File: config.mk
export PLATFORM = sky130hd
export DESIGN_NAME = rx_frame_ctrl_flat
export DESIGN_NICKNAME = d
export VERILOG_FILES = /design/src/rtl/rx_frame_pkg.sv /design/src/rtl/rx_frame_if.sv /design/src/rtl/rx_frame_timeout.sv /design/src/rtl/rx_frame_ctrl.sv /design/src/flat_wrapper.sv
export SDC_FILE = /design/constraint.sdc
export NUM_CORES = 1
export LEC_CHECK = 0
export ABC_AREA = 1
export CAP_MARGIN = 10
export CORE_ASPECT_RATIO = 0.9
export CORE_MARGIN = 2
export CORE_UTILIZATION = 45
export CTS_CLUSTER_SIZE = 8
export DETAILED_ROUTE_END_ITERATION = 10
export PLACE_DENSITY = 0.74
export SLEW_MARGIN = 20
export SYNTH_ARGS = -nofsm -noshare
export SYNTH_HDL_FRONTEND = slang
export SYNTH_SLANG_ARGS = --single-unit
File: constraint.sdc
create_clock -name clk_Rx -period 1.2 [get_ports clk_Rx]
set_input_delay 0.3 -clock clk_Rx [delete_from_list [all_inputs] [get_ports clk_Rx]]
set_output_delay 0.3 -clock clk_Rx [all_outputs]
set_load 0.05 [all_outputs]
File: src/rtl/rx_frame_pkg.sv
// rx_frame_pkg: shared bank-state type and default sizing for the rx frame sequencer
package rx_frame_pkg;
    typedef enum logic [1:0] {FREE, FILL, FULL} bank_st_e;
    localparam int FRAME_LEN_DEF   = 113;
    localparam int TIMEOUT_CYC_DEF = 100000;
endpackage

File: src/rtl/rx_frame_if.sv
// rx_frame_if: byte input, frame-memory write port and consumer handshake of rx_frame_ctrl
interface rx_frame_if #(parameter int ADDR_W = 8);
    logic              byte_valid;
    logic [7:0]        byte_data;
    logic              mem_we;
    logic [ADDR_W:0]   mem_waddr;
    logic [7:0]        mem_wdata;
    logic              frame_rdy;
    logic              frame_bank;
    logic              frame_ack;
    logic [7:0]        drop_cnt;
    logic              err_timeout;
    modport master (
        input  byte_valid, byte_data, frame_ack,
        output mem_we, mem_waddr, mem_wdata, frame_rdy, frame_bank, drop_cnt, err_timeout
    );
    modport slave (
        output byte_valid, byte_data, frame_ack,
        input  mem_we, mem_waddr, mem_wdata, frame_rdy, frame_bank, drop_cnt, err_timeout
    );
endinterface

File: src/rtl/rx_frame_timeout.sv
// rx_frame_timeout: inter-byte idle counter; expire_o pulses on the TIMEOUT_CYC-th idle cycle
module rx_frame_timeout
    import rx_frame_pkg::*;
#(
    parameter int TIMEOUT_CYC = TIMEOUT_CYC_DEF
) (
    input  logic clk_Rx,
    input  logic rst_n,
    input  logic run_i,
    input  logic clr_i,
    output logic expire_o
);
    localparam int CW = $clog2(TIMEOUT_CYC + 1);
    logic [CW-1:0] cnt_q, cnt_d;
    // a new byte restarts the count; the counter rests at zero whenever it is not running
    always_comb begin
        expire_o = run_i && !clr_i && cnt_q == CW'(TIMEOUT_CYC - 1);
        cnt_d    = (!run_i || clr_i || expire_o) ? '0 : cnt_q + 1'b1;
    end
    // idle count register
    always_ff @(posedge clk_Rx or negedge rst_n)
        if (!rst_n) cnt_q <= '0;
        else        cnt_q <= cnt_d;
endmodule

File: src/rtl/rx_frame_ctrl.sv
// rx_frame_ctrl: ping-pong frame sequencer from UART bytes to frame memory with ready/ack hand-off
// Optional feature: define RX_FRAME_TIMEOUT_EN to discard partial frames after TIMEOUT_CYC idle cycles.
module rx_frame_ctrl
    import rx_frame_pkg::*;
#(
    parameter int FRAME_LEN   = FRAME_LEN_DEF,
    parameter int ADDR_W      = 8,
    parameter int TIMEOUT_CYC = TIMEOUT_CYC_DEF
) (
    input  logic       clk_Rx,
    input  logic       rst_n,
    rx_frame_if.master bus
);
    bank_st_e          bank_q [2];
    bank_st_e          bank_d [2];
    logic              wr_bank_q, wr_bank_d, rd_bank_q, rd_bank_d;
    logic [ADDR_W-1:0] wr_ptr_q, wr_ptr_d;
    logic              mem_we_q, mem_we_d;
    logic [ADDR_W:0]   waddr_q, waddr_d;
    logic [7:0]        wdata_q, wdata_d;
    logic              frame_rdy_q, frame_rdy_d;
    logic [7:0]        drop_q, drop_d;
    logic              err_q, err_d;
    logic              wr, last, rel, tmo_expire;

`ifdef RX_FRAME_TIMEOUT_EN
    rx_frame_timeout #(.TIMEOUT_CYC(TIMEOUT_CYC)) u_tmo (
        .clk_Rx   (clk_Rx),
        .rst_n    (rst_n),
        .run_i    (bank_q[wr_bank_q] == FILL && wr_ptr_q != '0),
        .clr_i    (bus.byte_valid),
        .expire_o (tmo_expire)
    );
`else
    // partial frames never expire in this build; the limit is referenced only to keep one parameter list
    assign tmo_expire = TIMEOUT_CYC < 0;
`endif

    // writer, reader release and output next-state; the offer uses pre-write bank state so a
    // frame is only offered the cycle after its final memory write
    always_comb begin
        wr          = bus.byte_valid && bank_q[wr_bank_q] != FULL;
        last        = wr_ptr_q == ADDR_W'(FRAME_LEN - 1);
        rel         = bus.frame_ack && frame_rdy_q;
        bank_d      = bank_q;
        if (wr)  bank_d[wr_bank_q] = last ? FULL : FILL;
        if (rel) bank_d[rd_bank_q] = FREE;
        wr_bank_d   = wr_bank_q ^ (wr && last);
        rd_bank_d   = rd_bank_q ^ rel;
        wr_ptr_d    = ((wr && last) || tmo_expire) ? '0 : wr ? wr_ptr_q + 1'b1 : wr_ptr_q;
        mem_we_d    = wr;
        waddr_d     = wr ? {wr_bank_q, wr_ptr_q} : waddr_q;
        wdata_d     = wr ? bus.byte_data : wdata_q;
        frame_rdy_d = bank_q[rd_bank_d] == FULL;
        drop_d      = (bus.byte_valid && !wr && drop_q != 8'hFF) ? drop_q + 8'd1 : drop_q;
        err_d       = tmo_expire;
    end

    // state and registered outputs
    always_ff @(posedge clk_Rx or negedge rst_n)
        if (!rst_n) begin
            bank_q      <= '{FREE, FREE};
            wr_bank_q   <= 1'b0;
            rd_bank_q   <= 1'b0;
            wr_ptr_q    <= '0;
            mem_we_q    <= 1'b0;
            waddr_q     <= '0;
            wdata_q     <= '0;
            frame_rdy_q <= 1'b0;
            drop_q      <= '0;
            err_q       <= 1'b0;
        end else begin
            bank_q      <= bank_d;
            wr_bank_q   <= wr_bank_d;
            rd_bank_q   <= rd_bank_d;
            wr_ptr_q    <= wr_ptr_d;
            mem_we_q    <= mem_we_d;
            waddr_q     <= waddr_d;
            wdata_q     <= wdata_d;
            frame_rdy_q <= frame_rdy_d;
            drop_q      <= drop_d;
            err_q       <= err_d;
        end

    assign bus.mem_we      = mem_we_q;
    assign bus.mem_waddr   = waddr_q;
    assign bus.mem_wdata   = wdata_q;
    assign bus.frame_rdy   = frame_rdy_q;
    assign bus.frame_bank  = rd_bank_q;
    assign bus.drop_cnt    = drop_q;
    assign bus.err_timeout = err_q;
endmodule

File: src/flat_wrapper.sv
// flat-port wrapper written by rule: the top's interface ports become plain ports
module rx_frame_ctrl_flat import rx_frame_pkg::*;
#(
    parameter int FRAME_LEN   = FRAME_LEN_DEF,
    parameter int ADDR_W      = 8,
    parameter int TIMEOUT_CYC = TIMEOUT_CYC_DEF
)
  (clk_Rx, rst_n, bus_byte_valid, bus_byte_data, bus_frame_ack, bus_mem_we, bus_mem_waddr, bus_mem_wdata, bus_frame_rdy, bus_frame_bank, bus_drop_cnt, bus_err_timeout);
  rx_frame_if #(.ADDR_W(ADDR_W)) bus_i ();
  input  logic clk_Rx;
  input  logic rst_n;
  input wire logic [$bits(bus_i.byte_valid)-1:0] bus_byte_valid;
  input wire logic [$bits(bus_i.byte_data)-1:0] bus_byte_data;
  input wire logic [$bits(bus_i.frame_ack)-1:0] bus_frame_ack;
  output wire logic [$bits(bus_i.mem_we)-1:0] bus_mem_we;
  output wire logic [$bits(bus_i.mem_waddr)-1:0] bus_mem_waddr;
  output wire logic [$bits(bus_i.mem_wdata)-1:0] bus_mem_wdata;
  output wire logic [$bits(bus_i.frame_rdy)-1:0] bus_frame_rdy;
  output wire logic [$bits(bus_i.frame_bank)-1:0] bus_frame_bank;
  output wire logic [$bits(bus_i.drop_cnt)-1:0] bus_drop_cnt;
  output wire logic [$bits(bus_i.err_timeout)-1:0] bus_err_timeout;
  assign bus_i.byte_valid = bus_byte_valid;
  assign bus_i.byte_data = bus_byte_data;
  assign bus_i.frame_ack = bus_frame_ack;
  assign bus_mem_we = bus_i.mem_we;
  assign bus_mem_waddr = bus_i.mem_waddr;
  assign bus_mem_wdata = bus_i.mem_wdata;
  assign bus_frame_rdy = bus_i.frame_rdy;
  assign bus_frame_bank = bus_i.frame_bank;
  assign bus_drop_cnt = bus_i.drop_cnt;
  assign bus_err_timeout = bus_i.err_timeout;
  rx_frame_ctrl #(.FRAME_LEN(FRAME_LEN), .ADDR_W(ADDR_W), .TIMEOUT_CYC(TIMEOUT_CYC)) u_core (.clk_Rx(clk_Rx), .rst_n(rst_n), .bus(bus_i));
endmodule
==> flow_summary.html, run 1 <==
<table>
<tr><th>Metric</th><th>Value</th></tr>
<tr><th colspan="2">Status</th></tr>
<tr><td>Result of the run</td><td>finished, violations left</td></tr>
<tr><td>Violations in the final reports</td><td>setup timing</td></tr>
<tr><th colspan="2">Global route</th></tr>
<tr><td>Overall overflow remaining after global route</td><td>0</td></tr>
<tr><td>Vias in the first global route</td><td>about 1,800</td></tr>
<tr><td>Global-route wire length before repair</td><td>8.045 mm</td></tr>
<tr><td>Total routing resource utilization after global routing</td><td>0.2172</td></tr>
<tr><td>Pin count of the biggest net entering global routing</td><td>between 40 and 50</td></tr>
<tr><td>Initial antenna violation count</td><td>0</td></tr>
<tr><th colspan="2">Timing</th></tr>
<tr><td>Crit path setup slack, layout</td><td>-108.1 ps</td></tr>
<tr><td>Minimum clock period after layout</td><td>around 1300 ps</td></tr>
<tr><td>Final Slew Violations</td><td>0</td></tr>
<tr><td>Unrepaired setup endpoints after global routing</td><td>true</td></tr>
<tr><td>Highest achievable clock rate</td><td>approximately 0.76 GHz</td></tr>
<tr><td>Post-route clock period utilization</td><td>1.090</td></tr>
<tr><td>Hold Worst Slack</td><td>503.3 ps</td></tr>
<tr><td>Final-report setup violation count</td><td>24</td></tr>
<tr><td>Worst-case clock skew</td><td>roughly 5.2 ps</td></tr>
<tr><td>Number of endpoints with negative hold slack in the final report</td><td>0</td></tr>
<tr><th colspan="2">Pwr</th></tr>
<tr><td>Static leakage</td><td>1.635 nW</td></tr>
<tr><td>Relative contribution of the clock network to total power</td><td>0.257</td></tr>
<tr><td>Portion of total power attributed to sequential cells</td><td>0.385</td></tr>
<tr><td>Reported net switching power</td><td>approximately 1.5 mW</td></tr>
<tr><td>Combinational share of power</td><td>0.358</td></tr>
<tr><td>Internal power consumption</td><td>between 3 and 4 mW</td></tr>
<tr><td>Power after layout</td><td>~4.5 mW</td></tr>
<tr><td>Sw frac</td><td>0.3299</td></tr>
<tr><td>Power density of the placed cells</td><td>1353 nW/µm²</td></tr>
<tr><td>Peak supply drop</td><td>just under 1 mV</td></tr>
<tr><th colspan="2">Logic synthesis</th></tr>
<tr><td>Combined area of all synthesized cells</td><td>between 1500 and 2000 µm²</td></tr>
<tr><td>Area contributors post-synth</td><td>sky130_fd_sc_hd__dfrtp_1 52%, sky130_fd_sc_hd__nand2_1 21%, sky130_fd_sc_hd__nand3_1 4.8%, sky130_fd_sc_hd__inv_1 4.5%, sky130_fd_sc_hd__o21ai_1 3.0%</td></tr>
<tr><td>Warning count from the yosys run</td><td>0</td></tr>
<tr><td>Cell accounting for the most synthesized area</td><td>sky130_fd_sc_hd__dfrtp_1</td></tr>
<tr><td>Synth Area per Inst</td><td>a little under 8 µm²</td></tr>
<tr><td>Post-synth net total</td><td>approximately 270</td></tr>
<tr><td>Cell count after synthesis</td><td>~250</td></tr>
<tr><td>Portion of synthesized cell area occupied by the leading cell type</td><td>0.5170</td></tr>
<tr><td>Count of distinct cell types in the synthesized netlist</td><td>25</td></tr>
<tr><td>Share of the yosys chip area belonging to registers</td><td>0.5170</td></tr>
<tr><td>Flip-flop and latch count after synthesis</td><td>41</td></tr>
<tr><th colspan="2">Critical path</th></tr>
<tr><td>R2R Path Start</td><td>u_core.bus.drop_cnt[1]$_DFFE_PN0P_</td></tr>
<tr><td>Required @ worst endpoint</td><td>900 ps</td></tr>
<tr><td>Highest-delay cell along the critical path</td><td>sky130_fd_sc_hd__dfrtp_2</td></tr>
<tr><td>CP startpoint kind</td><td>flop</td></tr>
<tr><td>Top fanout value on the critical path</td><td>2</td></tr>
<tr><td>RR Endpoint</td><td>u_core.bus.drop_cnt[6]$_DFFE_PN0P_</td></tr>
<tr><td>Reg-to-reg setup timing slack</td><td>-100 ps</td></tr>
<tr><td>Worst Reg-to-Reg Cells</td><td>8</td></tr>
<tr><td>Cell-by-cell trace of the critical path</td><td>buf_6 -&gt; buf_12</td></tr>
<tr><td>Delay of the slowest cell on the worst path</td><td>between 400 and 500 ps</td></tr>
<tr><td>CP Capture Type</td><td>primary output</td></tr>
<tr><td>Crit path DAT</td><td>1010 ps</td></tr>
<tr><td>Critical path class</td><td>flop to primary output</td></tr>
<tr><th colspan="2">Drt</th></tr>
<tr><td>Routed vias</td><td>between 1,500 and 2,000</td></tr>
<tr><td>Count of unresolved DRC violations after routing</td><td>0</td></tr>
<tr><td>Number of DRC violations after detailed-routing iteration 0</td><td>127</td></tr>
<tr><td>Post-detailed-route count of antenna-violating nets</td><td>0</td></tr>
<tr><td>First-pass iteration count of the detailed router</td><td>4</td></tr>
<tr><td>Total detailed-routing wirelength</td><td>about 5.2 mm</td></tr>
<tr><td>Post-DR wirelength/cell</td><td>around 13 µm</td></tr>
<tr><td>Drt via density</td><td>around 5</td></tr>
<tr><th colspan="2">Min path</th></tr>
<tr><td>Class of the tightest hold or removal check</td><td>primary input to async pin</td></tr>
<tr><th colspan="2">Clocking</th></tr>
<tr><td>TritonCTS clock tree</td><td>done</td></tr>
<tr><td>Source-to-sink clock delay at the later pin of the worst-skew pair</td><td>300 ps</td></tr>
<tr><td>Clock tree root buffer cell</td><td>sky130_fd_sc_hd__clkbuf_8</td></tr>
<tr><td>Clock transition at the registers of the reported paths</td><td>~80 ps</td></tr>
<tr><td>Number of buffers created by CTS</td><td>5</td></tr>
<tr><td>Buffer levels on the longest clock path</td><td>2</td></tr>
<tr><td>Number of clock sinks</td><td>just over 40</td></tr>
<tr><td>CTS H-Tree Depth</td><td>2</td></tr>
<tr><th colspan="2">Die</th></tr>
<tr><td>Vertical extent of the die</td><td>67 µm</td></tr>
<tr><td>Die Outline Area</td><td>about 5000 µm²</td></tr>
<tr><td>Width of the die</td><td>around 74 µm</td></tr>
<tr><td>Core Area</td><td>just over 4000 µm²</td></tr>
<tr><td>I/O Pins</td><td>between 40 and 50</td></tr>
<tr><td>Initial Utilization</td><td>0.4774</td></tr>
<tr><td>Placement Rows</td><td>22</td></tr>
<tr><th colspan="2">Final layout</th></tr>
<tr><td>Leading cell types in the layout, fill and taps excluded</td><td>105 x sky130_fd_sc_hd__nand2_1, 34 x sky130_fd_sc_hd__buf_4, 32 x sky130_fd_sc_hd__dfrtp_1</td></tr>
<tr><td>Most common library cell in the layout ignoring fill and taps</td><td>sky130_fd_sc_hd__nand2_1</td></tr>
<tr><td>Nets</td><td>~350</td></tr>
<tr><td>Fraction of layout instances using a drive strength above 1</td><td>0.3491</td></tr>
<tr><td>Area grow syn2layout</td><td>67.72%</td></tr>
<tr><td>Ant diodes</td><td>0</td></tr>
<tr><th colspan="2">Placement</th></tr>
<tr><td>Global placement routability congestion</td><td>about 0.9</td></tr>
<tr><td>Count of input and output buffers</td><td>39</td></tr>
<tr><td>Hpwl dp</td><td>3.180 mm</td></tr>
<tr><th colspan="2">Job</th></tr>
<tr><td>MaxCap Viol Count</td><td>0</td></tr>
</table>
critical path: cells and delay by family, from the launching register on:
kind     cells  cell delay, ps
flops        1             440
buf+inv      2             270
synth_stat cells, drive strengths merged:
cell and n:
a21boi 1, a21oi 2, and3 1, buf 5
clkinv 1, conb 1, dfrtp 41, ha 3
inv 26, nand2 113, nand3 21, nand3b 1
nand4 1, nor2 13, o21ai 16, o21bai 3
xor2 4
how the worst max path moves through the flow:
stage	start	end	slack (ps)
after CTS	u_core.bus.drop_cnt[1]$_DFFE_PN0P_	bus_drop_cnt[1]	-110
after global routing	u_core.bus.drop_cnt[1]$_DFFE_PN0P_	u_core.bus.drop_cnt[6]$_DFFE_PN0P_	-160
after global placement	bus_byte_valid	u_core.bus.drop_cnt[1]$_DFFE_PN0P_	-320
after floorplan	u_core.bus.drop_cnt[0]$_DFFE_PN0P_	u_core.bus.drop_cnt[3]$_DFFE_PN0P_	-80
after detailed placement	bus_byte_valid	u_core.bus.drop_cnt[1]$_DFFE_PN0P_	-360
final	u_core.bus.drop_cnt[1]$_DFFE_PN0P_	bus_drop_cnt[1]	-110
routing by layer:
| metal | vias to the layer above | track usage | part of all wire |
|---|---|---|---|
| met4 | 0 | 0.09545 | 0.034 |
| li1 | 954 | - | - |
| met1 | 927 | 0.2705 | 0.41 |
| met5 | - | 0 | 0 |
| met3 | 18 | 0.06657 | 0.049 |
| met2 | 55 | 0.3460 | 0.51 |
sequential cells by signal (all words and copies together), names as in the netlist:
name                   count
u_core.bank_q              4
u_core.bus.drop_cnt        8
u_core.bus.frame_bank      1
u_core.bus.frame_rdy       1
u_core.bus.mem_waddr       9
u_core.bus.mem_wdata       8
u_core.bus.mem_we          1
u_core.wr_bank_q           1
u_core.wr_ptr_q            8
metrics by stage:
| step | utilization | setup WS, ps | std cells | area (µm²) | setup TNS (ps) |
|---|---|---|---|---|---|
| after floorplan | - | -84.23 | 253 | 2031 | -670.6 |
| after global routing | 0.8007 | -164.2 | 398 | 3328 | -3032 |
| after detailed placement | 0.6951 | -359.2 | 365 | 2889 | -12120 |
| after CTS | 0.7655 | -107.4 | 388 | 3182 | -785.4 |
| final | 0.8007 | -108.1 | 398 | 3328 | -1160 |
| after global placement | 0.6951 | -320.4 | 365 | 2889 | -10760 |
power by group through the flow:
| stage | logic (mW) | clock network [mW] | registers, mW |
|---|---|---|---|
| 2_1_floorplan | 0.354 | 0 | 2.03 |
| 3_3_place_gp | 1.38 | 0 | 1.74 |
| 3_5_place_dp | 1.41 | 0 | 1.74 |
| 4_1_cts | 1.45 | 1.18 | 1.72 |
| 5_1_grt | 1.72 | 1.25 | 1.75 |
| 6_report | 1.61 | 1.16 | 1.73 |
cell type report:
cell class | count | area, µm²
Clock buffer | 6 | 82.58
Clock inverter | 2 | 37.54
Fill cell | 249 | 828.3
Inverter | 27 | 113.9
Multi-Input combinational cell | 180 | 944.7
Sequential cell | 41 | 1037
Tap cell | 60 | 75.07
Timing Repair Buffer | 82 | 1037
what timing repair did:
| item | in CTS | in global routing |
|---|---|---|
| pin swaps | 12 | 16 |
| resized for setup | 16 | 21 |
| endpoints found under the setup margin | 40 | 58 |
| endpoints found under the hold margin | 41 | 0 |
| hold buffers | 1 | 0 |
| setup buffers | 14 | 10 |
logic make-up after synthesis:
| logic type | count (synthesis) | share of synthesized area |
|---|---|---|
| XOR/XNOR | 4 | 0.01765 |
| AO/OA/AOI/OAI | 22 | 0.06053 |
| AND/OR/NAND/NOR | 150 | 0.3102 |
| flip-flops | 41 | 0.5170 |
| buffers and inverters | 32 | 0.07377 |
| other | 1 | 0.001890 |
| adder cells (fa/ha/maj) | 3 | 0.01892 |
No activity file was read; power rests on OpenSTA's default activity.
==> run 2, diff against run 1 <==
- CTS_BUF_LIST: not set -> sky130_fd_sc_hd__clkbuf_4 sky130_fd_sc_hd__clkbuf_8
==> results of run 2 <==
The final DEF is identical to that of run 1; final timing and power are the same.
